==> src/rtl/mux_scan_ctrl_pkg.sv <==
// Shared encodings for the mux-tree scan controller: channel count, select width,
// mode values and FSM states.
package mux_scan_ctrl_pkg;

    localparam int NUM_CH = 16;
    localparam int SEL_W  = 4;

    localparam logic MODE_SINGLE = 1'b0;
    localparam logic MODE_SCAN   = 1'b1;

    typedef enum logic [2:0] {
        ST_IDLE   = 3'd0,
        ST_SETTLE = 3'd1,
        ST_SAMPLE = 3'd2,
        ST_DWELL  = 3'd3,
        ST_DONE   = 3'd4
    } state_t;

    function automatic int max_int(input int a, input int b);
        return (a > b) ? a : b;
    endfunction

endpackage

==> src/rtl/mux_scan_ctrl_dwell_timer.sv <==
// Loadable down-counter shared by the SETTLE and DWELL phases; zero flags expiry.
module mux_dwell_timer #(
    parameter int W = 8
) (
    input  logic         clk,
    input  logic         rst,
    input  logic         load,
    input  logic [W-1:0] load_val,
    output logic         zero
);

    logic [W-1:0] cnt;

    // NOTE: sequential state always uses non-blocking assignments so every
    // register samples the pre-edge values of its neighbours.
    always_ff @(posedge clk) begin
        if (rst) begin
            cnt <= '0;
        end else if (load) begin
            cnt <= load_val;
        end else if (cnt != '0) begin
            cnt <= cnt - W'(1);
        end
    end

    assign zero = (cnt == '0);

endmodule

==> src/rtl/mux_scan_ctrl.sv <==
// Drives the 16:1 mux-tree select, waits for settling, samples mux_y and assembles
// a 16-bit frame delivered over a valid/ready handshake.
module mux_scan_ctrl
    import mux_scan_ctrl_pkg::*;
#(
    parameter int SETTLE  = 2,
    parameter int DWELL_W = 8
) (
    input  logic               clk,
    input  logic               rst,
    input  logic               start,
    input  logic               mode,
    input  logic [SEL_W-1:0]   ch_sel,
    input  logic [DWELL_W-1:0] dwell,
    output logic [SEL_W-1:0]   sel,
    input  logic               mux_y,
    output logic               busy,
    output logic [NUM_CH-1:0]  frame,
    output logic               frame_valid,
    input  logic               frame_ready
);

    localparam int TMR_W = max_int(4, DWELL_W);
    // Timer holds "cycles remaining minus one", so a phase of N cycles loads N-1.
    localparam logic [TMR_W-1:0] SETTLE_LOAD = TMR_W'(SETTLE - 1);

    state_t             state;
    logic               mode_q;
    logic [DWELL_W-1:0] dwell_q;
    logic               tmr_load;
    logic [TMR_W-1:0]   tmr_val;
    logic               tmr_zero;
    logic               last_ch;
    logic               chan_end;

    mux_dwell_timer #(.W(TMR_W)) u_timer (
        .clk      (clk),
        .rst      (rst),
        .load     (tmr_load),
        .load_val (tmr_val),
        .zero     (tmr_zero)
    );

    assign last_ch  = (mode_q == MODE_SINGLE) || (sel == SEL_W'(NUM_CH - 1));
    assign chan_end = ((state == ST_SAMPLE) && (dwell_q == '0)) ||
                      ((state == ST_DWELL) && tmr_zero);

    // Timer reload on every entry into SETTLE or DWELL.
    always_comb begin
        tmr_load = 1'b0;
        tmr_val  = SETTLE_LOAD;
        unique case (state)
            ST_IDLE:   tmr_load = start;
            ST_SAMPLE: begin
                if (dwell_q != '0) begin
                    tmr_load = 1'b1;
                    tmr_val  = TMR_W'(dwell_q) - TMR_W'(1);
                end else begin
                    tmr_load = !last_ch;
                end
            end
            ST_DWELL:  tmr_load = tmr_zero && !last_ch;
            default:   tmr_load = 1'b0;
        endcase
    end

    always_ff @(posedge clk) begin
        if (rst) begin
            state       <= ST_IDLE;
            sel         <= '0;
            frame       <= '0;
            frame_valid <= 1'b0;
            busy        <= 1'b0;
            mode_q      <= MODE_SINGLE;
            dwell_q     <= '0;
        end else begin
            unique case (state)
                ST_IDLE: begin
                    if (start) begin
                        mode_q  <= mode;
                        dwell_q <= dwell;
                        frame   <= '0;
                        sel     <= (mode == MODE_SCAN) ? '0 : ch_sel;
                        busy    <= 1'b1;
                        state   <= ST_SETTLE;
                    end
                end
                ST_SETTLE: if (tmr_zero) state <= ST_SAMPLE;
                ST_SAMPLE: begin
                    frame[sel] <= mux_y;
                    if (dwell_q != '0) state <= ST_DWELL;
                end
                ST_DWELL: ;
                ST_DONE: begin
                    if (frame_ready) begin
                        frame_valid <= 1'b0;
                        busy        <= 1'b0;
                        state       <= ST_IDLE;
                    end
                end
                default: state <= ST_IDLE;
            endcase

            // Shared end-of-channel step from SAMPLE (no dwell) or expired DWELL.
            if (chan_end) begin
                if (last_ch) begin
                    frame_valid <= 1'b1;
                    state       <= ST_DONE;
                end else begin
                    sel   <= sel + SEL_W'(1);
                    state <= ST_SETTLE;
                end
            end
        end
    end

endmodule
==> config.mk <==
export PLATFORM = sky130hd
export DESIGN_NAME = mux_scan_ctrl
export DESIGN_NICKNAME = d
export VERILOG_FILES = /design/src/rtl/mux_scan_ctrl_pkg.sv /design/src/rtl/mux_scan_ctrl_dwell_timer.sv /design/src/rtl/mux_scan_ctrl.sv
export SDC_FILE = /design/constraint.sdc
export NUM_CORES = 1
export LEC_CHECK = 0
export CELL_PAD_IN_SITES_DETAIL_PLACEMENT = 1
export CELL_PAD_IN_SITES_GLOBAL_PLACEMENT = 1
export CORE_ASPECT_RATIO = 2
export CORE_UTILIZATION = 36
export DETAILED_ROUTE_END_ITERATION = 16
export PLACE_DENSITY_LB_ADDON = 0.1
export SYNTH_ARGS = -nofsm -noshare
export SYNTH_HDL_FRONTEND = slang
export SYNTH_SLANG_ARGS = --single-unit
==> constraint.sdc <==
create_clock -name clk -period 1.6 [get_ports clk]
set_input_delay 0.4 -clock clk [delete_from_list [all_inputs] [get_ports clk]]
set_output_delay 0.4 -clock clk [all_outputs]
set_load 0.03 [all_outputs]
### Word level (Yosys, flattened, before mapping)

Cells that the tools add are included.

* bits in registers: 42
* input port bits: 18
* logic and storage cells: 75

* $add $sub $neg: 3
* $lt $le $gt $ge: 2
* eq/ne operators: 12
* muxes and demuxes: 30
* bitwise operators: 1
* reduce and logical (&&, ||, !) cells: 19

Operators by type and width (number)
* two-way mux 8 bit: 4
* case mux 16 bit (2 select lines): 1
* two-way mux 4 bit: 5
* two-way mux 3 bit: 6
* bitwise mux 16 bit: 1
* logical NOT 8 bit: 2
* two-way mux 16 bit: 1
* nonzero test 8 bit: 2
* subtractor 8 x 1 -> 8 bit (second input constant): 2
* case mux 3 bit (5 select lines): 1
* != test 3 bit (second input constant): 3
* two-way mux 1 bit: 8
* == test 3 x 2 -> 1 bit (second input constant): 2
* != test 2 bit (second input constant): 3
* nonzero test 2 bit: 3
* less-than comparator 4 x 5 -> 1 bit (second input constant): 1
* AND reduction 5 bit: 1
* adder 4 x 1 -> 4 bit (second input constant): 1
* demux 1 bit (select 4 bit): 1
* == test 4 bit (second input constant): 1
* greater-or-equal comparator 4 x 1 -> 1 bit (second input constant): 1
* logical AND 1 bit: 4
* AND reduction 2 bit: 2
* == test 3 x 1 -> 1 bit (second input constant): 1
* 9 further kinds: 10

### Longest topological paths before layout

Gate-level depths: netlist of the first run.

* depth in word-level cells: 6
* depth in mapped cells: 7
* gate-level depth less buffers: 6

### Modules after synthesis

A second synthesis of the first run with hierarchy kept.

* cell total of the unflattened synthesis: 285
* area, all modules: 2272.2 µm²

By module, submodules not included
* mux_scan_ctrl: instances 1, cells each 232, area an instance 1796.7 µm², sequential area each 680.7 µm²
* mux_dwell_timer: instances 1, cells each 53, area an instance 475.5 µm², sequential area each 160.2 µm²

### Least setup slack after synthesis of the first run

OpenSTA, ideal clock, no wires.

* path type: register -> register
* start point: register sel[1]
* end point: register u_timer.cnt[1]
* library setup time: 0.092 ns
* arrival: 1.641 ns
* setup slack: -0.133 ns
* cell stages (with the launch flop): 7
* path buffers: 1
* clock period less this slack: 1.733 ns
* cell sequence: dfxtp_1 ha_1 clkbuf_1 nand3_1 nand2_1 a21oi_2 o32ai_1

* word-level cells in the longest chain between the ends: 6
* elaborated cells on any way between the ends: 8
* classes of those cells: 1 x eq/ne; 3 x mux; 4 x reduce/logical

Ends and longest elaborated chain
* start: declaration: RTL line mux_scan_ctrl.sv:15 `output logic [SEL_W-1:0] sel,`
* start signal: assignment: RTL line mux_scan_ctrl.sv:83 `sel <= (mode == MODE_SCAN) ? '0 : ch_sel;`
* start signal: assignment: RTL line mux_scan_ctrl.sv:110 `sel <= sel + SEL_W'(1);`
* == test 4 bit (*): RTL line mux_scan_ctrl.sv:44 `assign last_ch = (mode_q == MODE_SINGLE) || (sel == SEL_W'(NUM_CH - 1));`
* logical OR 1 bit (*): RTL line mux_scan_ctrl.sv:44
* logical NOT 1 bit (*): RTL line mux_scan_ctrl.sv:59, mux_scan_ctrl.sv:62
* two-way mux 1 bit or logical AND 1 bit (tied branches): RTL line mux_scan_ctrl.sv:55, mux_scan_ctrl.sv:62
* case mux 1 bit (3 select lines) (*): RTL line mux_scan_ctrl.sv:52 `unique case (state)`
* two-way mux 8 bit or nonzero test 2 bit (tied branches)
* end signal: assignment: RTL line mux_scan_ctrl_dwell_timer.sv:20 `cnt <= load_val;`
* end signal: assignment: RTL line mux_scan_ctrl_dwell_timer.sv:22 `cnt <= cnt - W'(1);`
* end: declaration: RTL line mux_scan_ctrl_dwell_timer.sv:12 `logic [W-1:0] cnt;`

Every way passes the cells marked *; elsewhere a longest branch is shown, timed or not.
A chain may end at the register's enable or synchronous reset.

### Final worst setup path of the first run

* start point: register state[0]
* end point: register sel[3]

* word-level cells in the longest chain between the ends: 4
* elaborated cells on any way between the ends: 9
* classes of those cells: 2 x eq/ne; 3 x mux; 4 x reduce/logical

Ends and longest elaborated chain
* start: declaration: RTL line mux_scan_ctrl.sv:27 `state_t state;`
* start signal: assignment: RTL line mux_scan_ctrl.sv:69 `state <= ST_IDLE;`
* start signal: assignment: RTL line mux_scan_ctrl.sv:85 `state <= ST_SETTLE;`
* start signal: assignment: RTL line mux_scan_ctrl.sv:88 `ST_SETTLE: if (tmr_zero) state <= ST_SAMPLE;`
* logical NOT 3 bit (tied with other cells): RTL line mux_scan_ctrl.sv:77 `unique case (state)`
* two-way mux 4 bit (tied with other cells): RTL line mux_scan_ctrl.sv:77
* two-way mux 4 bit or logical OR 1 bit (tied branches): RTL line mux_scan_ctrl.sv:106, mux_scan_ctrl.sv:45
* two-way mux 4 bit (*): RTL line mux_scan_ctrl.sv:105 `if (chan_end) begin`

Marked as above.

==> metrics.md, run 1 <==
| Metric | Value |
|---|---|
| Synth top area cells | `dfxtp_1, a32oi_1, nand2_1, ha_1, a21oi_1` |
| Total grt overflow | `0` |
| Aggregate routed wire length | `8957 microns` |
| Worst setup SP type | `register` |
| Post-synth EDFFs | `0` |
| Setup slack after layout | `-117.3 ps` |
| LEAKAGE | `~1.6 nW` |
| Worst-margin pin slew | `~440 ps` |
| Crit path DAT | `about 1900 ps` |
| Die width | `between 50 and 60 microns` |
| Critical Path RT | `between 1500 and 2000 ps` |
| Total track usage | `0.2501` |
| Vias in the first global route | `approximately 2.6k` |
| CTS tree | `done` |
| Hold Buf Count CTS | `0` |
| Syn nets | `roughly 300` |
| DR vias | `between 2k and 3k` |
| CP endpoint kind | `register` |
| Post-Syn Area | `between 2000 and 2500 sq um` |
| Total power | `6.199 mW` |
| Worst Path Max Fanout | `6` |
| Dpl cells | `between 400 and 500` |
| Ys Warns | `0` |
| Layout cells sized above 1 | `0.3962` |
| Tcrit/Tclk final | `1.073` |
| Crit path largest cell delay | `between 300 and 400 ps` |
| Die H | `about 120 microns` |
| Max Slew Vio Count | `0` |
| Post-synthesis register bit count | `42` |
| Violated checks | `negative setup slack` |
| First DRT Iteration DRCs | `57` |
| Worst path bufs/invs | `1` |
| Post-synth top area share | `0.3601` |
| Count leader, synth | `dfxtp_1` |
| Vias per cell | `5.499` |
| Largest net degree at the start of global routing | `23` |
| Mean post-synth cell area | `between 8 and 9 sq um` |
| Core box area | `between 6000 and 7000 sq um` |
| Final core occ | `0.6104` |
| Max Clk Rate | `0.5823 GHz` |
| First-pass GRT wire length | `between 10000 and 15000 microns` |
| Critical setup path kind | `register to register` |
| Crit-path slowest cell | `dfxtp_4` |
| Ports | `40` |
| Async set or reset register ratio after synthesis | `0` |
| Number of diodes | `0` |
| DP Worst Slack | `-553.9 ps` |
| Clock latency on the worst-skew pair | `between 200 and 300 ps` |
| Most frequent cells after synthesis | `dfxtp_1, nand2_1, nor2_1` |
| CTS sink cnt | `42` |
| Core Rows | `41` |
| Area grow syn2layout | `63.61%` |
| Drt wl/cell | `slightly below 20 microns` |
| CTS root buffer | `clkbuf_16` |
| Routed Antenna Nets | `0` |
| Initial antenna violation count | `0` |
| Leading area contributor after synthesis | `dfxtp_1` |
| Die area | `between 6000 and 7000 sq um` |
| Clock Path Buffers | `2` |
| Peak supply drop | `~0.72 mV` |
| RePlAce Congestion | `a little under 0.8` |
| Worst-path cell chain | `buf_6, nor3b_4, nand4b_4, a211o_1, a211o_1` |
| Largest delay contributor family on the critical path | `compound AO/OA/AOI/OAI gates` |
| Port buffer count | `39` |
| Synth Instances | `273` |
| CP most frequent cell | `a211o_1` |
| Layout Nets | `396` |
| Synth Flop Type | `dfxtp_1` |
| Layout Cells excl Fill | `approximately 460` |
| Post-layout min period | `between 1500 and 2000 ps` |
| Max Cap Viol | `0` |
| RSZ-0062 raised after global routing | `true` |
| Slew headroom | `0.7044` |
| PwrDens | `roughly 1600 nW/um^2` |
| DRT Pass-1 Iters | `4` |
| CTS clock-pin slew for the worst setup and hold paths | `about 70 ps` |
| Netlist cell types | `54` |
| Worst min-delay path class | `register to register` |
| Clk_skew | `around 5.4 ps` |
| Post-DP HPWL | `approximately 5700 microns` |
| Outcome | `complete, but fails checks` |
| CTS Buf Count | `5` |
| # DRC | `0` |
| Final setup vio count | `22` |
| FILL cells | `725` |
| Hold Fails Final Rpt | `0` |
| H-tree depth | `2` |
| Sequential-to-total area share from yosys stat | `0.3601` |
| Starting Density | `0.3731` |
-- flip-flops by register name (all words and copies together), names as in the netlist --
register     count
frame           16
dwell_q          8
u_timer.cnt      8
sel              4
state            3
busy             1
frame_valid      1
mode_q           1
-- worst min-delay path, stage by stage, from the launching register on --
cell     delay (ps)
dfxtp_1         320
a21oi_1          60
nor2_1           70
-- through the flow --
step	hold WS (ps)	setup TNS (ps)	cell area [sq um]
finish	487.1	-912.6	3820
global route	503.0	-2678	3820
CTS	464.6	-287.7	3515
detailed placement	459.4	-13960	3158
global placement	449.0	-12990	3158
floorplan	462.3	-21.61	2375
-- per-layer routing --
layer  routed length [microns]  vias to the layer above  GRT usage
met4                       249                        0     0.1111
li1                          -                     1194          -
met2                      5463                       44     0.5015
met5                         0                        -          0
met3                       176                       17    0.03237
met1                      3068                     1258     0.2379
-- cell usage in the layout, fill, tap and decap left out, drive strengths merged, types with 3 or more instances in the layout --
master,n
o21ai,4
a211oi,7
clkdlybuf4s50,16
nand4,6
nand4b,5
nor2b,6
inv,8
nor2,25
buf,75
a32oi,14
dlygate4sd2,21
and4b,3
a21oi,20
o31ai,5
clkbuf,5
nor3b,8
xor2,8
ha,8
nor3,6
dfxtp,42
nand2,29
nand3,15
-- power by group --
| part | internal [mW] | total [mW] | switching [mW] |
|---|---|---|---|
| combinational | 1.87 | 3.70 | 1.83 |
| sequential | 1.25 | 1.46 | 0.211 |
| clock | 0.579 | 1.04 | 0.460 |
-- cell type report --
cell class	instances	area (sq um)	share of cell area
multi-input cells	201	1658	0.4340
repair buffers	112	1025	0.2683
flip-flops and latches	42	853.3	0.2234
clock buffers	5	125.1	0.03275
well taps	86	107.6	0.02817
inverters	8	30.03	0.007861
clock inverters	3	21.27	0.005568
-- path summary, 6_finish.rpt --
path                                from      to  slack, ps  cells after the start
worst min register to register      busy    busy        490                      2
worst max-delay path            state[0]  sel[3]       -120                      5
worst max register to register  state[0]  sel[3]       -120                      5
worst min-delay path                busy    busy        490                      2
-- cell families after synthesis --
| group | after synthesis | share of synthesized area |
|---|---|---|
| flops | 42 | 0.3601 |
| fa+ha+maj | 8 | 0.04287 |
| mux | 3 | 0.01340 |
| buf+inv | 30 | 0.05680 |
| xor+xnor | 10 | 0.03752 |
| simple gates | 115 | 0.2905 |
| compound gates | 65 | 0.1988 |
-- repair_timing --
| item | CTS | global route |
|---|---|---|
| buffers inserted | 10 | 8 |
| cloned | 1 | 0 |
| resized for setup | 56 | 53 |
| pin swaps | 15 | 28 |
| setup endpoints to repair | 57 | 30 |
(Power assumes the default switching activity.)
==> run 2: changes to the inputs <==
--- a/config.mk
+++ b/config.mk
@@ -9,6 +9,7 @@
 export CELL_PAD_IN_SITES_GLOBAL_PLACEMENT = 1
 export CORE_ASPECT_RATIO = 2
 export CORE_UTILIZATION = 36
+export CTS_BUF_LIST = sky130_fd_sc_hd__clkbuf_16
 export DETAILED_ROUTE_END_ITERATION = 16
 export PLACE_DENSITY_LB_ADDON = 0.1
 export SYNTH_ARGS = -nofsm -noshare
==> results of run 2 <==
No change in the layout: final DEF, timing and power equal those of run 1.
